===== config.mk =====
export PLATFORM = sky130hd
export DESIGN_NAME = chunked_seq_adder
export DESIGN_NICKNAME = d
export VERILOG_FILES = /design/src/rtl/chunked_seq_adder.sv
export SDC_FILE = /design/constraint.sdc
export NUM_CORES = 1
export LEC_CHECK = 0
export ABC_AREA = 1
export CAP_MARGIN = 0
export CORE_ASPECT_RATIO = 0.5
export CORE_MARGIN = 5
export CORE_UTILIZATION = 35
export DETAILED_ROUTE_END_ITERATION = 7
export PLACE_DENSITY = 0.64
export SLEW_MARGIN = 20
export SYNTH_ARGS = -nofsm -noshare
export SYNTH_HDL_FRONTEND = slang
export SYNTH_SLANG_ARGS = --single-unit

===== constraint.sdc =====
create_clock -name clk -period 4.9 [get_ports clk]
set_clock_uncertainty 0.1 [all_clocks]
set_input_delay 0.98 -clock clk [delete_from_list [all_inputs] [get_ports clk]]
set_output_delay 0.98 -clock clk [all_outputs]
set_load 0.01 [all_outputs]

===== src/rtl/chunked_seq_adder.sv =====
// Multi-cycle W-bit adder built from one K-bit ripple-carry slice.
// Operands are captured on an accepted start and fed through the slice one
// chunk per clock, LSB chunk first. Each slice carry-out is registered and
// becomes the carry-in of the next chunk. The sum, carry-out and signed
// overflow are registered on the last chunk, and a one-cycle done pulse
// is raised at the same time.
module chunked_seq_adder #(
    parameter int unsigned W = 32,
    parameter int unsigned K = 8
) (
    input  logic         clk,
    input  logic         rst,
    input  logic         start,
    input  logic [W-1:0] a,
    input  logic [W-1:0] b,
    input  logic         cin,
    output logic         busy,
    output logic         done,
    output logic [W-1:0] sum,
    output logic         cout,
    output logic         overflow
);

    localparam int unsigned N  = W / K;
    localparam int unsigned IW = (N > 1) ? $clog2(N) : 1;

    // Partial chunks are not supported, so a bad W/K pair stops elaboration.
    generate
        if ((W % K) != 0) begin : g_width_check
            $error("chunked_seq_adder: W must be an integer multiple of K");
        end
    endgenerate

    typedef enum logic [0:0] {StIdle, StRun} state_e;

    state_e                state_q;
    logic [IW-1:0]         idx_q;
    logic                  carry_q;
    logic [N-1:0][K-1:0]   a_q;
    logic [N-1:0][K-1:0]   b_q;
    logic [N-1:0][K-1:0]   work_q;

    logic [K-1:0]          slice_a;
    logic [K-1:0]          slice_b;
    logic [K-1:0]          slice_sum;
    logic                  slice_cout;
    logic [N-1:0][K-1:0]   merged;
    logic                  last_chunk;

    // Pick the current chunk of each captured operand.
    always_comb begin
        slice_a = a_q[idx_q];
        slice_b = b_q[idx_q];
    end

    // K-bit ripple-carry slice fed by the registered carry.
    always_comb begin : ripple_slice
        logic [K:0] c;
        c         = '0;
        c[0]      = carry_q;
        slice_sum = '0;
        for (int i = 0; i < int'(K); i++) begin
            slice_sum[i] = slice_a[i] ^ slice_b[i] ^ c[i];
            c[i+1]       = (slice_a[i] & slice_b[i]) | (c[i] & (slice_a[i] ^ slice_b[i]));
        end
        slice_cout = c[K];
    end

    // Work register with the current slice sum dropped into its chunk; on the
    // last chunk this is the complete result.
    always_comb begin
        merged        = work_q;
        merged[idx_q] = slice_sum;
        last_chunk    = (idx_q == IW'(N - 1));
    end

    // Control FSM, datapath registers and registered outputs.
    always_ff @(posedge clk) begin
        if (rst) begin
            state_q  <= StIdle;
            idx_q    <= '0;
            carry_q  <= 1'b0;
            a_q      <= '0;
            b_q      <= '0;
            work_q   <= '0;
            busy     <= 1'b0;
            done     <= 1'b0;
            sum      <= '0;
            cout     <= 1'b0;
            overflow <= 1'b0;
        end else begin
            done <= 1'b0;
            unique case (state_q)
                StIdle: begin
                    if (start) begin
                        a_q     <= a;
                        b_q     <= b;
                        carry_q <= cin;
                        idx_q   <= '0;
                        work_q  <= '0;
                        busy    <= 1'b1;
                        state_q <= StRun;
                    end
                end
                StRun: begin
                    work_q  <= merged;
                    carry_q <= slice_cout;
                    idx_q   <= idx_q + 1'b1;
                    if (last_chunk) begin
                        sum      <= merged;
                        cout     <= slice_cout;
                        // Signed overflow: like-signed operands, result sign differs.
                        overflow <= (a_q[N-1][K-1] == b_q[N-1][K-1]) &&
                                    (merged[N-1][K-1] != a_q[N-1][K-1]);
                        done     <= 1'b1;
                        busy     <= 1'b0;
                        idx_q    <= '0;
                        state_q  <= StIdle;
                    end
                end
                default: state_q <= StIdle;
            endcase
        end
    end

endmodule

**Word level (Yosys, flattened, before mapping)**

Index checks and enable logic that the tools add are counted.

- ROM bits: 0
- Output and inout bits: 36
- RAM bits: 0
- Register bits: 136
- Bits in latches: 0
- Memories: 0
- Logic and storage cells: 96
- Bits of input ports: 68

- Shift-type cells: 0
- Bitwise gates (word level): 41
- Eq/ne operators: 5
- Multiplexer cells: 21
- Div/mod/pow operators: 0
- Order comparisons: 2
- $add $sub $neg: 1
- Reductions and logical operators: 6
- Multipliers: 0

Operators with widths:

| cell | number |
|---|---|
| $pmux 32 s2 | 1 |
| $bmux 8 s2 | 2 |
| $bwmux 32 | 1 |
| $mux 32 | 1 |
| $mux 8 | 3 |
| $and 1x1->1 | 16 |
| $demux 8 s2 | 1 |
| $xor 1x1->1 | 16 |
| $or 1x1->1 | 8 |
| $mux 1 | 6 |
| $pmux 1 s2 | 3 |
| $reduce_and 2->1 | 3 |
| $mux 2 | 2 |
| $pmux 2 s2 | 1 |
| $lt 2x3->1 const B | 1 |
| $add 2x1->2 const B | 1 |
| $eq 2x2->1 const B | 1 |
| $ge 2x1->1 const B | 1 |
| $logic_and 1x1->1 | 2 |
| $ne 2x1->1 const B | 1 |
| $ne 2x2->1 const B | 1 |
| $reduce_or 2->1 | 1 |
| $eq 1x1->1 | 1 |
| $ne 1x1->1 | 1 |
| $not 1->1 | 1 |

**Depth between registers and ports, before layout**

Gate-level depths: netlist (run 1).

- Depth in word-level cells: 21
- Mapped depth: 22
- Depth with buffers taken out: 21

**Least setup slack after synthesis (run 1)**

OpenSTA, ideal clock, no wires.

- Path kind: reg-to-reg
- Start: reg idx_q[1]
- End: reg overflow
- Required time: 4.688 ns
- Arrival time: 3.866 ns
- Clock period less this slack: 4.078 ns
- Buffers on the path: 2
- Cell stages (with the launch flop): 23
- Setup time: 0.112 ns
- Slack: 0.822 ns
- Path through: dfxtp_1 > clkbuf_2 > inv_1 > buf_2 > nand3_1 > nand2_1 > fa_1 > inv_1 > fa_1 > fa_1 > inv_1 > fa_1 > fa_1 > inv_1 > fa_1 > fa_1 > fa_1 > inv_1 > nand2_1 > nand3_1 > nand2_1 > nand2_1 > nand2_1

- Word-level cells in the longest chain between the ends: 21
- Elaborated cells on any way between the ends: 44
- Classes of those cells: order compare: 2; eq/ne: 2; mux: 7; bitwise: 30; reduce/logical: 3

Ends and longest elaborated chain:

| item | line | RTL |
|---|---|---|
| start: declaration | 37 | `logic [IW-1:0] idx_q;` |
| start signal: assignment | 108 | `idx_q <= idx_q + 1'b1;` |
| $bmux 8 s2 (on tied branches) | 52, 53 |  |
| $mux 8 (on tied branches) | 52, 53 |  |
| $xor 1x1->1 | 64 | `c[i+1] = (slice_a[i] & slice_b[i]) \| (c[i] & (slice_a[i] ^ slice_b[i]));` |
| $and 1x1->1 | 64 |  |
| $or 1x1->1 | 64 |  |
| $and 1x1->1 | 64 |  |
| $or 1x1->1 | 64 |  |
| $and 1x1->1 | 64 |  |
| [... 5 more ...] | -- |  |
| $and 1x1->1 | 64 |  |
| $or 1x1->1 | 64 |  |
| $and 1x1->1 | 64 |  |
| $or 1x1->1 | 64 |  |
| $xor 1x1->1 | 63 | `slice_sum[i] = slice_a[i] ^ slice_b[i] ^ c[i];` |
| $bwmux 32 | 73 | `merged[idx_q] = slice_sum;` |
| $ne 1x1->1 | 114 | `(merged[N-1][K-1] != a_q[N-1][K-1]);` |
| $logic_and 1x1->1 | 113 | `overflow <= (a_q[N-1][K-1] == b_q[N-1][K-1]) &&` |
| end signal: assignment | 113 |  |
| end: declaration | 21 | `output logic overflow` |

Parallel ways exist; a longest one is shown, timed or not. The select of a mux whose other input is x is not followed.
A chain may end at the register's enable or synchronous reset.

**Worst setup path in the final report (run 1)**

Same ends and word-level chain as after synthesis.

==> flow_summary.toml, run 1 <==
[status]
status = "completed"

[drt]
routed_wl_um = 14490
wl_per_cell_um = 13.74
drc = 0
drtIter0Drc = 335
ant_nets = 0
dr.pass1.iters = 5
routed_via_density = 4.750
num_vias = 5011

[logic_synthesis]
synth.largest_area_cell = "dfxtp_1"
synth_fp_nets = 836
synth.cell_area_um2 = 5484
ys_seq_area_frac = 0.4709
netlist_instances = 756
synth_area_per_cell_um2 = 7.254
synthTopCellsByArea = "dfxtp_1 (47%), nand2_1 (15%), nor2_1 (10%), o21ai_0 (8.1%), nand3_1 (3.1%)"
synth_seq_cells = 129
ys_types = 23
synth_top_area_frac = 0.4709
yosysWarnings = 0

[grt]
first_global_vias = 4843
grt.total_usage = 0.1584
grt_start_max_net_pins = 67
grt-ovfl-total = 0
grt_pass1_wl_um = 23970
antenna_found_initial = 0

[setup_path]
crit_required_ns = 5.15
worstPathArrival_ns = 4.68
path_max_fanout = 18
worstSetupPathType = "flop to flop"
cp-end-kind = "flop"
start_kind = "flop"

[timing]
worst_pin_slew_ns = 0.9745
final.period_utilization = 0.9028
maxSlewViolCount = 0
max_freq_ghz = 0.2261
period_needed_ns = 4.424
final-hold-violation-count = 0
setup_viol = 0
setup-tns-final_ns = 0
rsz0062_at_grt = "false"
relSlewSlack = 0.3464
setup_ws_ns = 0.4762

[power_and_ir_drop]
max-vdd-ir-drop_uv = 279.4
powerDensity_nw_per_um2 = 406.0
power.total_mw = 2.916
p_leak_nw = 2.980

[floorplanning]
io_pins = 104
start_util = 0.3567
core-area_um2 = 15370
rows = 32
die_y_um = 98.51
fp.dieArea_um2 = 18420
die_w_um = 187.0

[clock_tree]
cts_buffers = 17
clkSinkCount = 129
cts-root-buf = "clkbuf_16"
clk_pin_slew_ns = 0.06
cts_hold_buf = 0
clock_path_buffers = 2
h-tree-depth = 4
insertion_delay_ns = 0.41
post_cts_buffers = 0
cts_resized = 0
cts_tree = "built"

[final_layout]
area_growth_pct = 30.96
multiInputGateArea_um2 = 2522
fillCellCount = 1546
finalNonFillerCells = 1055
register_area_um2 = 2582
nets = 918
layout-drive-gt1-share = 0.06698
antennaDiodeCount = 0

[worst_hold_path]
hold_path_class = "flop to flop"

[placed_design]
numPortBuffers = 103
dp_cells = 1023
gp_congestion = 0.7971
hpwl_um = 10120
pre_cts_ws_ns = 0.5445

[run]
drv_cap = 0
## metrics by stage
| stage | hold WS, ns | cell area [µm²] | utilization |
|---|---|---|---|
| after detailed placement | 0.3349 | 6545 | 0.4257 |
| after global placement | 0.3310 | 6545 | 0.4257 |
| after floorplan | 0.3388 | 5484 | - |
| final | 0.3454 | 7182 | 0.4671 |
| after global routing | 0.3555 | 7182 | 0.4671 |
| after CTS | 0.3486 | 7182 | 0.4671 |
## path summary, 6_finish.rpt
path	startpoint	end	slack, ns	depth (start not counted)
setup / recovery	idx_q[1]	overflow	0.48	20
hold / removal	sum[13]	sum[13]	0.35	2
setup reg to reg	idx_q[1]	overflow	0.48	20
hold reg to reg	sum[13]	sum[13]	0.35	2
## cell type report
| cell class | count | area share |
|---|---|---|
| clock inverters | 13 | 0.02561 |
| clock buffers | 19 | 0.06307 |
| repair buffers | 112 | 0.1530 |
| flip-flops and latches | 129 | 0.3596 |
| inverters | 23 | 0.01202 |
| well taps | 204 | 0.03554 |
| multi-input cells | 555 | 0.3512 |
## registers in the layout, summed over array words and instances, names as in the netlist
| signal | count |
|---|---|
| carry_q | 1 |
| overflow | 1 |
| work_q | 25 |
| busy | 1 |
| cout | 1 |
| idx_q | 2 |
| state_q | 1 |
| sum | 32 |
| b_q | 32 |
| done | 1 |
| a_q | 32 |
## cell families after synthesis
group           share of synthesized area
simple gates                       0.3007
compound gates                     0.1209
buf+inv                           0.06913
fa+ha+maj                         0.03833
flops                              0.4709
## synth_stat cells (all sizes together)
library cell  count
fa                8
or2               9
o21ai            93
nand3            34
ha                4
o22ai            10
nand2           216
dfxtp           129
clkbuf           14
nor2            154
inv              23
a21oi            27
buf              35
## power by group
group	leakage [nW]	internal, mW	switching (mW)
Combinational	1.62	0.165	0.251
Clock	0.305	0.878	0.484
Sequential	1.06	1.10	0.0324
## placed cells by master (no fill, tap or decap)
cell type,count
fa_1,8
nor2_1,152
ha_1,4
clkinv_1,1
inv_1,19
inv_2,3
nand3_1,34
a21oi_1,27
buf_4,9
inv_6,1
clkinv_4,2
nand2_2,1
clkinvlp_4,3
nand2_4,1
clkdlybuf4s50_1,103
clkinv_2,3
dfxtp_1,129
o22ai_1,10
clkbuf_8,2
o21ai_1,4
o21ai_0,89
or2_2,9
nor2_4,1
clkbuf_16,17
nor2_8,1
bufinv_16,4
nand2_1,214
## metal layers
layer | up-vias | GRT usage | routed length [µm]
met5 | - | 0 | 0
met1 | 2291 | 0.2122 | 6906
met4 | 0 | 0.04997 | 171
met3 | 16 | 0.03574 | 728
met2 | 136 | 0.2572 | 6688
li1 | 2568 | - | -
## worst max-delay path, cell delays in order, from the launching register on
cell	delay [ns]
dfxtp_1	0.31
inv_1	0.38
nand3_1	0.16
nand2_1	0.12
fa_1	0.16
inv_1	0.05
fa_1	0.37
fa_1	0.36
inv_1	0.08
fa_1	0.20
fa_1	0.17
inv_1	0.05
fa_1	0.40
fa_1	0.40
fa_1	0.61
inv_1	0.09
nand2_1	0.09
nand3_1	0.08
nand2_1	0.07
nand2_1	0.05
nand2_1	0.06
(Power assumes the default switching activity.)
==> run 2, diff against run 1 <==
Settings changed: RECOVER_POWER set to 25.
==> flow_summary.toml, run 2 (same netlist as run 1, synthesis figures left out) <==
[grt]
antenna_found_initial = 0
grt_start_max_net_pins = 67
first_global_vias = 4843
grt-ovfl-total = 0
grt.total_usage = 0.1584
grt_pass1_wl_um = 23970

[setup_path]
slowest_delay_ns = 0.61
worstPathArrival_ns = 4.71
worstSetupPathType = "flop to flop"
path_max_fanout = 18
start_kind = "flop"
cp-end-kind = "flop"
cp_slowest_cell = "fa_1"
crit_required_ns = 5.15
crit_family = "adder cells"
path_common_cell = "fa_1"
crit_buf_inv = 5
cp_cell_sequence = "inv_1 > nand3_1 > nand2_1 > fa_1 > inv_1 > fa_1 > fa_1 > inv_1 > fa_1 > fa_1 > inv_1 > fa_1 > fa_1 > fa_1 > inv_1 > nand2_1 > nand3_1 > nand2_1 > nand2_1 > nand2_1"

[floorplanning]
core-area_um2 = 15370
fp.dieArea_um2 = 18420
start_util = 0.3567
die_y_um = 98.51
rows = 32
io_pins = 104
die_w_um = 187.0

[timing]
maxSlewViolCount = 59
final.period_utilization = 0.9090
rsz0062_at_grt = "false"
worst_pin_slew_ns = 1.975
setup-tns-final_ns = 0
max_freq_ghz = 0.2245
period_needed_ns = 4.454
setup_viol = 0
final-hold-violation-count = 0
relSlewSlack = -0.3219

[clock_tree]
cts-root-buf = "clkbuf_16"
insertion_delay_ns = 0.41
post_cts_buffers = 0
h-tree-depth = 4
clkSinkCount = 129
cts_resized = 0
clock_path_buffers = 2
cts_hold_buf = 0
clk_pin_slew_ns = 0.06
cts_buffers = 17
cts_tree = "built"

[worst_hold_path]
hold_path_class = "flop to flop"

[final_layout]
nets = 918
postLayoutCoreUtil = 0.4656
area_growth_pct = 30.53
reg_top3 = "a_q: 32 flops, b_q: 32 flops, sum: 32 flops"
antennaDiodeCount = 0
mostFrequentLayoutCell = "nand2_1"
layout-drive-gt1-share = 0.06463
final_cell_mix = "nand2_1 (214), nor2_1 (154), dfxtp_1 (129)"

[drt]
ant_nets = 0
routed_wl_um = 14490
wl_per_cell_um = 13.74
drc = 0
dr.pass1.iters = 5
drtIter0Drc = 336
routed_via_density = 4.733
num_vias = 4993

[status]
status = "finished, violations left"
violations = "max-capacitance violations, max-slew violations"

[power_and_ir_drop]
max-vdd-ir-drop_uv = 279.3
powerDensity_nw_per_um2 = 407.2
p_leak_nw = 3.084

[placed_design]
hpwl_um = 10120
numPortBuffers = 103
gp_congestion = 0.7971

[run]
drv_cap = 2
## run 2: routing by layer
metal / vias up / global-route usage / routed length (µm)
met5: - / 0 / 0
met4: 0 / 0.04997 / 166
met3: 14 / 0.03574 / 635
met2: 122 / 0.2572 / 6680
met1: 2286 / 0.2122 / 7010
li1: 2571 / - / -
## run 2: tightest hold or removal path: cells and delay by family, from the launching register on
kind	cells	cell delay, ns
AND/OR/NAND/NOR	2	0.09
flip-flops	1	0.32
## run 2: metrics by stage
| step | std cells | worst slack (ns) | hold WS (ns) | instance area (µm²) | power [mW] |
|---|---|---|---|---|---|
| floorplan | 756 | 0.8221 | 0.3388 | 5484 | 1.418 |
| global placement | 1023 | 0.7185 | 0.3310 | 6545 | 1.566 |
| detailed placement | 1023 | 0.5445 | 0.3349 | 6545 | 1.575 |
| CTS | 1055 | 0.4983 | 0.3486 | 7182 | 2.933 |
| global route | 1055 | 0.1851 | 0.3525 | 7158 | 3.032 |
| finish | 1055 | 0.4461 | 0.3416 | 7158 | 2.915 |
## run 2: area by class of cell
class,count,area [µm²]
inverter,23,86.33
clock inverter,13,183.9
sequential,129,2582
tap,204,255.2
timing repair buffer,112,1099
clock buffer,19,452.9
multi-input combinational,555,2499
fill,1548,8217
## run 2: report_power, final
group	leakage [nW]	switching (mW)	internal, mW
clock network	0.305	0.484	0.878
logic	1.72	0.251	0.164
registers	1.06	0.0324	1.10
## run 2: path summary, 6_finish.rpt
path                            slack [ns]        to  depth (start not counted)      from
worst max-delay path                  0.45  overflow                         20  idx_q[1]
worst min-delay path                  0.34   sum[13]                          2   sum[13]
worst max register to register        0.45  overflow                         20  idx_q[1]
worst min register to register        0.34   sum[13]                          2   sum[13]
==> run 3, diff against run 2 <==
Settings changed: CORE_UTILIZATION 35 to 45, PLACE_DENSITY 0.64 to 0.78, SLEW_MARGIN 20 to unset.
==> flow_summary.toml, run 3 (same netlist as run 1, synthesis figures left out) <==
[final_layout]
layout-drive-gt1-share = 0.06917
final_cell_mix = "nand2_1 (214), nor2_1 (153), dfxtp_1 (129)"
finalNonFillerCells = 1018
reg_top3 = "a_q: 32 flops, b_q: 32 flops, sum: 32 flops"
nets = 920
area_growth_pct = 30.55
antennaDiodeCount = 0
mostFrequentLayoutCell = "nand2_1"
postLayoutCoreUtil = 0.6028

[drt]
wl_met2_um = 6566
ant_nets = 0
drtIter0Drc = 481
dr.pass1.iters = 5
dr_wl_met3_um = 916
wl_met1_um = 6379
routed_via_density = 4.997
highest_layer = "met4"
num_vias = 5087
routed_wl_um = 14040
drc = 0
wl_per_cell_um = 13.79

[floorplanning]
start_util = 0.4618
io_pins = 104
rows = 28
die_w_um = 166.1
fp.dieArea_um2 = 14630
core-area_um2 = 11880
die_y_um = 88.06

[timing]
period_needed_ns = 4.597
final-hold-violation-count = 0
setup_viol = 0
max_freq_ghz = 0.2175
maxSlewViolCount = 30
relSlewSlack = -0.3199
final.period_utilization = 0.9382
worst_pin_slew_ns = 1.973
rsz0062_at_grt = "false"
setup-tns-final_ns = 0

[power_and_ir_drop]
clkPwrFrac = 0.472
p_sw_frac = 0.2583
p_switching_mw = 0.7609
powerDensity_nw_per_um2 = 411.5
p_int_mw = 2.185
combPwrFrac = 0.141
p_leak_nw = 3.126
power_frac_seq = 0.387
max-vdd-ir-drop_uv = 216.0

[setup_path]
start_kind = "flop"
path_max_fanout = 14
r2r-start = "idx_q[0]"
worstSetupPathType = "flop to flop"
r2r_slack_ns = 0.30
reg2reg_depth = 19
crit_required_ns = 5.15
worstPathArrival_ns = 4.85
cp-end-kind = "flop"
r2r_end = "overflow"

[clock_tree]
cts_buffers = 17
insertion_delay_ns = 0.42
clk_pin_slew_ns = 0.06
cts-root-buf = "clkbuf_16"
cts_tree = "built"
h-tree-depth = 4
cts_hold_buf = 0
clkSinkCount = 129
clock_path_buffers = 2

[grt]
grt_pass1_wl_um = 22880
grt_start_max_net_pins = 67
first_global_vias = 4630
grt.total_usage = 0.1950
grt-ovfl-total = 0
antenna_found_initial = 0

[worst_hold_path]
min_path_cells = 2
hold_path_class = "flop to flop"
min_to = "sum[13]"
holdCritStartpoint = "sum[13]"

[run]
drv_cap = 1

[status]
violations = "max-capacitance violations, max-slew violations"
status = "finished, violations left"

[placed_design]
numPortBuffers = 103
hpwl_um = 9595
dp_cells = 984
gp_congestion = 0.8824
[run 3: final cells by class]
class | count | area (µm²)
clock buffers | 18 | 439.2
clock inverters | 14 | 212.7
fillers | 1046 | 4717
inverters | 23 | 90.09
multi-input cells | 555 | 2515
flip-flops and latches | 129 | 2582
well taps | 165 | 206.4
repair buffers | 114 | 1114
[run 3: timing repair]
item                       4_1_cts  5_1_grt
setup endpoints to repair        0        2
gates resized for setup          0        1
buffers inserted                 0        2
[run 3: routing by layer]
metal	up-vias	GRT usage
li1	2579	-
met1	2337	0.2613
met2	154	0.3188
met3	17	0.04328
met4	0	0.06437
met5	-	0
[run 3: critical path, stage by stage (launching register included)]
cell,delay (ns)
dfxtp_1,0.59
clkinvlp_4,0.29
buf_4,0.22
nor2_1,0.10
o22ai_1,0.12
fa_1,0.46
fa_1,0.37
inv_1,0.07
fa_1,0.19
fa_1,0.17
inv_1,0.05
fa_1,0.38
fa_1,0.39
fa_1,0.60
inv_1,0.08
nand2_1,0.09
nand3_1,0.08
nand2_1,0.06
nand2_1,0.05
nand2_1,0.06
[run 3: power by group through the flow]
| stage | Combinational [mW] | Clock (mW) | Sequential (mW) |
|---|---|---|---|
| after global placement | 0.396 | 0 | 1.16 |
| after global routing | 0.463 | 1.45 | 1.15 |
| after floorplan | 0.269 | 0 | 1.15 |
| final | 0.415 | 1.39 | 1.14 |
| after detailed placement | 0.406 | 0 | 1.16 |
| after CTS | 0.410 | 1.40 | 1.14 |
[run 3: worst max path at each step]
| stage | slack (ns) | endpoint | start |
|---|---|---|---|
| floorplan | 0.82 | overflow | idx_q[1] |
| global placement | 0.49 | overflow | idx_q[0] |
| detailed placement | 0.36 | overflow | idx_q[0] |
| CTS | 0.35 | overflow | idx_q[0] |
| global route | 0.02 | work_q[7] | idx_q[0] |
| finish | 0.30 | overflow | idx_q[0] |
[run 3: per-stage QoR]
step                      hold slack, ns  setup slack [ns]  power, mW  area (µm²)
after floorplan                   0.3388            0.8221      1.418        5484
after global placement            0.3276            0.4915      1.556        6496
after detailed placement          0.3328            0.3575      1.567        6496
after CTS                         0.3472            0.3478      2.946        7148
after global routing              0.3581           0.01791      3.063        7159
final                             0.3380            0.3030      2.946        7159
